**config.mk**
```make
export PLATFORM = sky130hd
export DESIGN_NAME = cp0_unit
export DESIGN_NICKNAME = d
export VERILOG_FILES = /design/src/rtl/cp0_pkg.sv /design/src/rtl/cp0_irq_gate.sv /design/src/rtl/cp0_unit.sv
export SDC_FILE = /design/constraint.sdc
export NUM_CORES = 1
export LEC_CHECK = 0
export CAP_MARGIN = 25
export CORE_AREA = 2 2 94 96
export DETAILED_ROUTE_END_ITERATION = 10
export DIE_AREA = 0 0 96 98
export PLACE_DENSITY_LB_ADDON = 0.05
export SYNTH_ARGS = -nofsm -noshare
export SYNTH_HDL_FRONTEND = slang
export SYNTH_SLANG_ARGS = --single-unit
```
**constraint.sdc**
```tcl
create_clock -name clk -period 1.6 [get_ports clk]
set_input_delay 0.16 -clock clk [delete_from_list [all_inputs] [get_ports clk]]
set_output_delay 0.16 -clock clk [all_outputs]
set_load 0.005 [all_outputs]
```
**src/rtl/cp0_pkg.sv**
```systemverilog
// Shared constants for the CP0 status/interrupt unit: register numbers,
// exception codes and bit positions inside SR and Cause.
package cp0_pkg;

  localparam logic [31:0] PRID    = 32'h4D49_5053;
  localparam int          HWINT_W = 6;

  // CP0 register numbers.
  localparam logic [4:0] SEL_BADVADDR = 5'd8;
  localparam logic [4:0] SEL_SR       = 5'd12;
  localparam logic [4:0] SEL_CAUSE    = 5'd13;
  localparam logic [4:0] SEL_EPC      = 5'd14;
  localparam logic [4:0] SEL_PRID     = 5'd15;

  // ExcCode values.
  localparam logic [4:0] EXC_INT  = 5'd0;
  localparam logic [4:0] EXC_ADEL = 5'd4;
  localparam logic [4:0] EXC_ADES = 5'd5;
  localparam logic [4:0] EXC_RI   = 5'd10;
  localparam logic [4:0] EXC_OV   = 5'd12;

  // SR bit positions.
  localparam int SR_IE  = 0;
  localparam int SR_EXL = 1;
  localparam int IM_LO  = 10;
  localparam int IM_HI  = IM_LO + HWINT_W - 1;

  // Cause bit positions (IP shares the IM positions).
  localparam int IP_LO    = 10;
  localparam int IP_HI    = IP_LO + HWINT_W - 1;
  localparam int EXC_LO   = 2;
  localparam int EXC_HI   = 6;
  localparam int CAUSE_BD = 31;

endpackage

```
**src/rtl/cp0_irq_gate.sv**
```systemverilog
// Interrupt gate: samples the device lines into IP every cycle and
// qualifies them with the SR mask, global enable and exception level.
module cp0_irq_gate
  import cp0_pkg::*;
(
  input  logic               clk,
  input  logic               reset,
  input  logic [HWINT_W-1:0] hwint,
  input  logic [HWINT_W-1:0] im,
  input  logic               ie,
  input  logic               exl,
  output logic [HWINT_W-1:0] ip,
  output logic               int_req
);

  // IP follows the device lines with one cycle of latency; it is not sticky.
  // NOTE: sequential state uses non-blocking assignment so every register
  // samples pre-edge values regardless of block evaluation order.
  always_ff @(posedge clk or negedge reset) begin
    if (!reset) ip <= '0;
    else        ip <= hwint;
  end

  // Request is built only from registered state, so it is glitch-free
  // relative to this cycle's inputs.
  assign int_req = (|(ip & im)) & ie & ~exl;

endmodule

```
**src/rtl/cp0_unit.sv**
```systemverilog
// Coprocessor-0 status/interrupt unit: SR, Cause, EPC, PRId and optional
// BadVAddr, with mfc0/mtc0 access and exception entry/return handling.
// Optional feature macro: CP0_BADVADDR_EN (adds BadVAddr at sel 8).
module cp0_unit
  import cp0_pkg::*;
(
  input  logic               clk,
  input  logic               reset,
  input  logic [4:0]         sel,
  input  logic [31:0]        din,
  input  logic               we,
  output logic [31:0]        dout,
  input  logic [HWINT_W-1:0] hwint,
  input  logic [31:0]        pc,
  input  logic               bd,
  input  logic [4:0]         exc_code,
  input  logic [31:0]        badvaddr,
  input  logic               exl_set,
  input  logic               exl_clr,
  output logic [31:0]        epc,
  output logic               int_req
);

  logic [HWINT_W-1:0] im;
  logic               exl;
  logic               ie;
  logic               bd_q;
  logic [4:0]         exc_q;
  logic [29:0]        epc_q;
  logic [HWINT_W-1:0] ip;
  logic [29:0]        epc_entry;
  logic               wr_sr;
  logic               wr_epc;
  logic               unused_pc_lsb;

  assign wr_sr  = we && (sel == SEL_SR);
  assign wr_epc = we && (sel == SEL_EPC);

  // A delay-slot fault restarts at the branch, one word earlier; the word
  // address is all that is kept, so bits [1:0] read back as zero.
  assign epc_entry     = bd ? (pc[31:2] - 30'd1) : pc[31:2];
  assign unused_pc_lsb = ^pc[1:0];

  // SR fields: mtc0 first, then eret, then exception entry, so the later
  // assignment takes priority on EXL while IM/IE keep the mtc0 write.
  // NOTE: priority comes from statement order -- the last non-blocking
  // assignment to a register in the same edge is the one that lands.
  always_ff @(posedge clk or negedge reset) begin
    if (!reset) begin
      im  <= '0;
      exl <= 1'b0;
      ie  <= 1'b0;
    end else begin
      if (wr_sr) begin
        im  <= din[IM_HI:IM_LO];
        exl <= din[SR_EXL];
        ie  <= din[SR_IE];
      end
      if (exl_clr) exl <= 1'b0;
      if (exl_set) exl <= 1'b1;
    end
  end

  // Cause BD/ExcCode are only loaded by exception entry; mtc0 cannot touch them.
  always_ff @(posedge clk or negedge reset) begin
    if (!reset) begin
      bd_q  <= 1'b0;
      exc_q <= EXC_INT;
    end else if (exl_set) begin
      bd_q  <= bd;
      exc_q <= exc_code;
    end
  end

  // EPC: software-writable, but exception entry overrides a same-cycle write.
  always_ff @(posedge clk or negedge reset) begin
    if (!reset)       epc_q <= '0;
    else if (exl_set) epc_q <= epc_entry;
    else if (wr_epc)  epc_q <= din[31:2];
  end

`ifdef CP0_BADVADDR_EN
  logic [31:0] badvaddr_q;

  // BadVAddr captures the address only for address-error exceptions.
  always_ff @(posedge clk or negedge reset) begin
    if (!reset) badvaddr_q <= '0;
    else if (exl_set && (exc_code == EXC_ADEL || exc_code == EXC_ADES))
      badvaddr_q <= badvaddr;
  end
`else
  logic unused_badvaddr;
  assign unused_badvaddr = ^badvaddr;
`endif

  cp0_irq_gate u_irq_gate (
    .clk     (clk),
    .reset   (reset),
    .hwint   (hwint),
    .im      (im),
    .ie      (ie),
    .exl     (exl),
    .ip      (ip),
    .int_req (int_req)
  );

  assign epc = {epc_q, 2'b00};

  // mfc0 read mux: registered state only, never the same-cycle din.
  // NOTE: dout gets a default before the case so unlisted sel values
  // cannot infer a latch.
  always_comb begin
    dout = '0;
    case (sel)
      SEL_SR: begin
        dout[IM_HI:IM_LO] = im;
        dout[SR_EXL]      = exl;
        dout[SR_IE]       = ie;
      end
      SEL_CAUSE: begin
        dout[CAUSE_BD]      = bd_q;
        dout[IP_HI:IP_LO]   = ip;
        dout[EXC_HI:EXC_LO] = exc_q;
      end
      SEL_EPC:      dout = {epc_q, 2'b00};
      SEL_PRID:     dout = PRID;
`ifdef CP0_BADVADDR_EN
      SEL_BADVADDR: dout = badvaddr_q;
`endif
      default:      dout = '0;
    endcase
  end

endmodule

```
After elaboration in Yosys (flattened, before gate mapping)
Index checks and enable logic that the tools add are counted.
- add/subtract/negate cells: 1
- eq/ne operators: 4
- multiplexer cells: 12
- bitwise operators: 4
- reductions and logical operators: 5
- operators by type and width (kind ; number):
    two-way mux 30 bit ; 3
    one-hot mux 15 bit (2 select lines) ; 1
    subtractor 30 x 1 -> 30 bit (second input constant) ; 1
    one-hot mux 6 bit (4 select lines) ; 1
    equality test 5 x 4 -> 1 bit (second input constant) ; 4
    one-hot mux 5 bit (3 select lines) ; 1
    bitwise AND 6 bit ; 1
    OR reduction 6 bit ; 1
    one-hot mux 2 bit (2 select lines) ; 1
    two-way mux 1 bit ; 3
    two-way mux 3 bit ; 1
    nonzero test 3 bit ; 1
    bitwise AND 1 bit ; 2
    logical AND 1 bit ; 2
    one-hot mux 1 bit (2 select lines) ; 1
    nonzero test 2 bit ; 1
    inverter 1 bit ; 1
- register bits: 50
- output and inout port bits: 65

Depth between registers and ports, before layout
- depth in word-level cells: 5
- depth in mapped cells: 7
- depth with buffers taken out: 7

Cells and area by module
From an unflattened synthesis, not the netlist that was laid out.
- cells, all modules: 348
- area, all modules: 3216.8 um^2
- modules (own cells, without submodules) (module ; cells each ; times used ; area each (um^2)):
    cp0_unit ; 337 ; 1 ; 3031.7
    cp0_irq_gate ; 11 ; 1 ; 185.2

Worst setup path after synthesis
Ideal clock, no wire load.
- path type: input to register
- from: in sel[3]
- to: reg epc_q[14]
- arrival: 1357 ps
- setup time: 146 ps
- stages: 6
- path slack: 96 ps
- cell sequence: nor2b_1 nand3_1 nor3b_2 buf_4 mux2i_1 mux2i_1
- word-level cells in the longest chain between the ends: 3
- RTL lines (what ; RTL line ; source):
    start: declaration ; cp0_unit.sv:9 ; input logic [4:0] sel,
    equality test 5 x 4 -> 1 bit ; cp0_unit.sv:37 ; assign wr_epc = we && (sel == SEL_EPC);
    logical AND 1 bit ; cp0_unit.sv:37 ;
    nonzero test 2 bit (no line) ; n/a ;
    end signal: assignment ; cp0_unit.sv:78 ; else if (exl_set) epc_q <= epc_entry;
    end signal: assignment ; cp0_unit.sv:79 ; else if (wr_epc) epc_q <= din[31:2];
    end: declaration ; cp0_unit.sv:29 ; logic [29:0] epc_q;
No other way between the ends.
A chain may end at the register's enable or synchronous reset.

Worst setup path after layout
- from: in sel[1]
- to: out dout[11]
- word-level cells in the longest chain between the ends: 2
- RTL lines (what ; RTL line ; source):
    equality test 5 x 4 -> 1 bit ; cp0_unit.sv:114 ; case (sel)
    one-hot mux 6 bit (4 select lines) (*) ; cp0_unit.sv:114 ;
    end: declaration ; cp0_unit.sv:12 ; output logic [31:0] dout,
Mark *: on every way between the ends. The rest lies on a longest branch, timed or not.

==> run summary <==
The flow ran to the end, and the final reports show no timing, DRC or antenna violations. Counting the buffers created by CTS gives 5. The mux cell area share after synthesis was 21.1%. The synthesized design contains 50 register bits. The synthesized netlist devotes 8.04% of its cell area to compound gates. Wires add up to 10.1 mm. Number of DRC violations after detailed routing: 0.

After synthesis, the largest family of logic cells by area is multiplexers. The tools report the capturing element type of the critical path as a primary output. Data arrives at the worst endpoint at 1.39 ns.

Worst flop-to-flop path startpoint: epc_q[20]. Yosys mapped a number of flops with a built-in enable equal to 0. After the first detailed-routing iteration, the DRC count stood at 70. The power per cell area works out to 601 nW/µm². The power after layout is 3.35 mW, and the number of different library cells in the post-synthesis netlist is 40.

In this run the vertical extent of the chip is 98 µm. The total of fill cells in the finished design came out at 736. The launching instance or port of the critical path is sel[1]. For the clock latency on the worst-skew pair, the log shows 0.29 ns. The die covers 9410 µm².

The cell depth of the worst hold path was 1. Signed area change from the synthesized netlist to the final layout: 76.5%. Setup slack on the critical path of the routed design comes to 0.0470 ns.

Clock-pin slew was measured on the worst setup and hold paths at 0.09 ns. The synthesized netlist occupies a cell area of 3160 µm². The tools report the initial antenna violation count as 0. The portion of the clock cycle consumed by the worst path in the final layout is 97.1%, and the final setup TNS is 0 ns. Warning count from the yosys run: 0. The tools report the worst clock skew as 0 ns. The average wire per standard cell is 16.0 µm, and the adder-cell share of the synthesized area is 0.396%. The total number of placement rows is 34, and the final estimated routing congestion in global placement is 0.811. The logs give 37.3% for the initial cell density of the core and 50 for the clock net sink count. For the maximum achievable frequency, the log shows 644 MHz. Launching element type of the critical path: an input port. In the global route stage, overall resource usage came out at 21.5%. The path class of the lowest-slack min-delay path is in2reg. Dominant cell type by area after synthesis: dfrtp_1.

Counting instances in the post-synthesis netlist gives the leading cell types as 52 x mux2i_1, 50 x dfrtp_1, 23 x nor2_1, 23 x xnor2_1. The run gives 0 as the global-route congestion overflow total. The number of cells on the worst reg-to-reg path is 2. Most used standard cell by instance count after synthesis: mux2i_1.

Yosys attributes the largest share of cell area to dfrtp_1 40%, mux2i_1 16%, xnor2_1 6.4%, mux2_2 4.6%, o21ai_0 3.2%. The clock passes through at most 2 buffers. In the final layout, flip-flops and latches occupy 1250 µm².

The critical path is of the in2out type. The post-synthesis average cell area is 10.1 µm². Of the total synthesized cell area, the portion taken by AND, OR, NAND and NOR gates is 19.9%. The cell sitting at the root of the clock tree is a clkbuf_8. The routed design could run at a clock period as short as 1.55 ns. The required time of the worst setup path is 1.44 ns, and the reported max-cap violation count is 0. Commonest register cell after synthesis: dfrtp_1.

Along the worst path, the maximum fanout reaches 14. The number of endpoints with negative hold slack in the final report is 0, and the remaining antenna violation count after routing is 0. TritonCTS built the clock tree.

The first-pass GRT wire length is 16.0 mm, and the share of post-route cells with drive strength above 1 is 28.4%. Entering global routing, the biggest net connects 51 pins. The final net count is 643.

The H-tree generated during clock tree synthesis spans 2 levels. The tools report the endpoint of the most critical register-to-register path as epc_q[20]. The horizontal die dimension came out at 96 µm. The xor-xnor portion of the synthesized cell area came out at 7.49%. Dividing the detail-routed via count by the number of cells gives 4.98. Of all flip-flops after synthesis, the portion carrying an async set or reset was 100%. The count of boundary I/O pins is 183, and the multi-input gate area in the final layout is 2000 µm². The diode insertion count for antenna repair was 0. The logs give 0 for the max-slew violation total from the final report and 2.43 nW for the leakage component of the power.

Setup slack on the worst reg-to-reg path comes out at 0.81 ns. The HPWL after detailed placement is 7.15 mm. The synthesized design devotes to its leading area cell type 39.6% of total area.

Post-placement worst setup slack: -0.563 ns. Detailed routing inserted a total of 3,152 vias. The core region is 8470 µm².

The number of cells produced by synthesis is 312, and the peak supply drop is 0.573 mV. The total iterations of the first detailed-routing run was 4. The run gives 39.6% as the proportion of synthesized chip area in sequential cells. The endpoint of the most critical setup path was dout[11]. The via count of the first global-routing pass came out at 3,255.

Buffers placed on the I/O ports in this run total 146. Setup violations remaining at the end of the flow were counted as 0.
==> cells by family after synthesis <==
logic type	after synthesis
fa+ha+maj	1
other cells	1
compound gates	41
mux	65
buf+inv	22
xor+xnor	27
simple gates	105
flops	50
==> power breakdown <==
group	internal, mW	switching [mW]
clock network	0.467	0.428
logic	0.587	0.344
registers	1.40	0.121
==> sequential cells by signal, summed over array words and instances (netlist names) <==
signal         cells
epc_q             30
exl                1
bd_q               1
exc_q              5
im                 6
ie                 1
u_irq_gate.ip      6
==> metrics by stage <==
stage          cell area (µm²)  hold slack, ns  util, %  instances
4_1_cts                   5530           0.284     65.4        630
2_1_floorplan             3160          -0.136        -        313
3_5_place_dp              5160           0.176     61.0        610
5_1_grt                   5580           0.272     65.9        633
3_3_place_gp              5160           0.173     61.0        610
6_report                  5580           0.291     65.9        633
==> area by class of cell <==
| class | instances | area share (%) |
|---|---|---|
| Timing Repair Buffer | 222 | 37.2 |
| Multi-Input combinational cell | 242 | 35.8 |
| Sequential cell | 50 | 22.4 |
| Tap cell | 108 | 2.42 |
| Clock buffer | 6 | 1.30 |
| Clock inverter | 2 | 0.673 |
| Inverter | 3 | 0.202 |
==> critical path, stage by stage <==
cell             delay [ns]
clkdlybuf4s15_1        0.19
and4bb_2               0.26
buf_4                  0.14
buf_12                 0.14
a22oi_2                0.17
o21ai_1                0.07
dlygate4sd2_1          0.26
==> what timing repair did <==
| action | 4_1_cts | 5_1_grt |
|---|---|---|
| hold endpoints to repair | 50 | 0 |
| setup endpoints to repair | 63 | 46 |
| cloned | 3 | 0 |
| hold buffers | 1 | 0 |
| pin swaps | 15 | 15 |
| setup buffers | 8 | 4 |
| gates resized for setup | 109 | 38 |
==> cells in the final DEF (no fill, tap or decap), drive strengths merged, types with 2 or more instances in the layout <==
master | synthesis | final
a21oi | 4 | 4
a22o | 2 | 2
a22oi | 9 | 9
and2 | 11 | 11
and4bb | 2 | 2
buf | 7 | 79
clkbuf | 12 | 16
clkdlybuf4s15 | 0 | 9
clkdlybuf4s50 | 0 | 90
conb | 1 | 2
dfrtp | 50 | 50
dlygate4sd2 | 0 | 23
dlymetal6s2s | 0 | 9
inv | 3 | 3
mux2 | 13 | 13
mux2i | 52 | 52
nand2 | 20 | 20
nand2b | 2 | 2
nand3 | 10 | 11
nor2 | 23 | 23
nor2b | 2 | 2
nor3 | 11 | 11
nor4 | 11 | 11
nor4b | 2 | 2
o2111ai | 2 | 2
o21a | 2 | 2
o21ai | 20 | 20
or3 | 6 | 6
xnor2 | 23 | 23
xor2 | 4 | 4
==> worst min-delay path by stage <==
stage	startpoint	to	slack (ns)
finish	hwint[5]	u_irq_gate.ip[5]	0.29
global route	hwint[4]	u_irq_gate.ip[4]	0.27
CTS	hwint[5]	u_irq_gate.ip[5]	0.28
detailed placement	reset	exc_q[4]	0.18
global placement	reset	exc_q[4]	0.17
floorplan	reset	bd_q	-0.14
==> layer usage <==
layer | share of wire, % | up-vias | routed length, µm | global-route usage [%]
met5 | 0 | - | 0 | 0
met4 | 1.7 | 0 | 176 | 4.95
met3 | 5.8 | 15 | 585 | 4.40
met2 | 48 | 115 | 4880 | 35.7
met1 | 44 | 1483 | 4460 | 28.5
li1 | - | 1539 | - | -
Note: power is estimated with default switching activity, not from simulation.
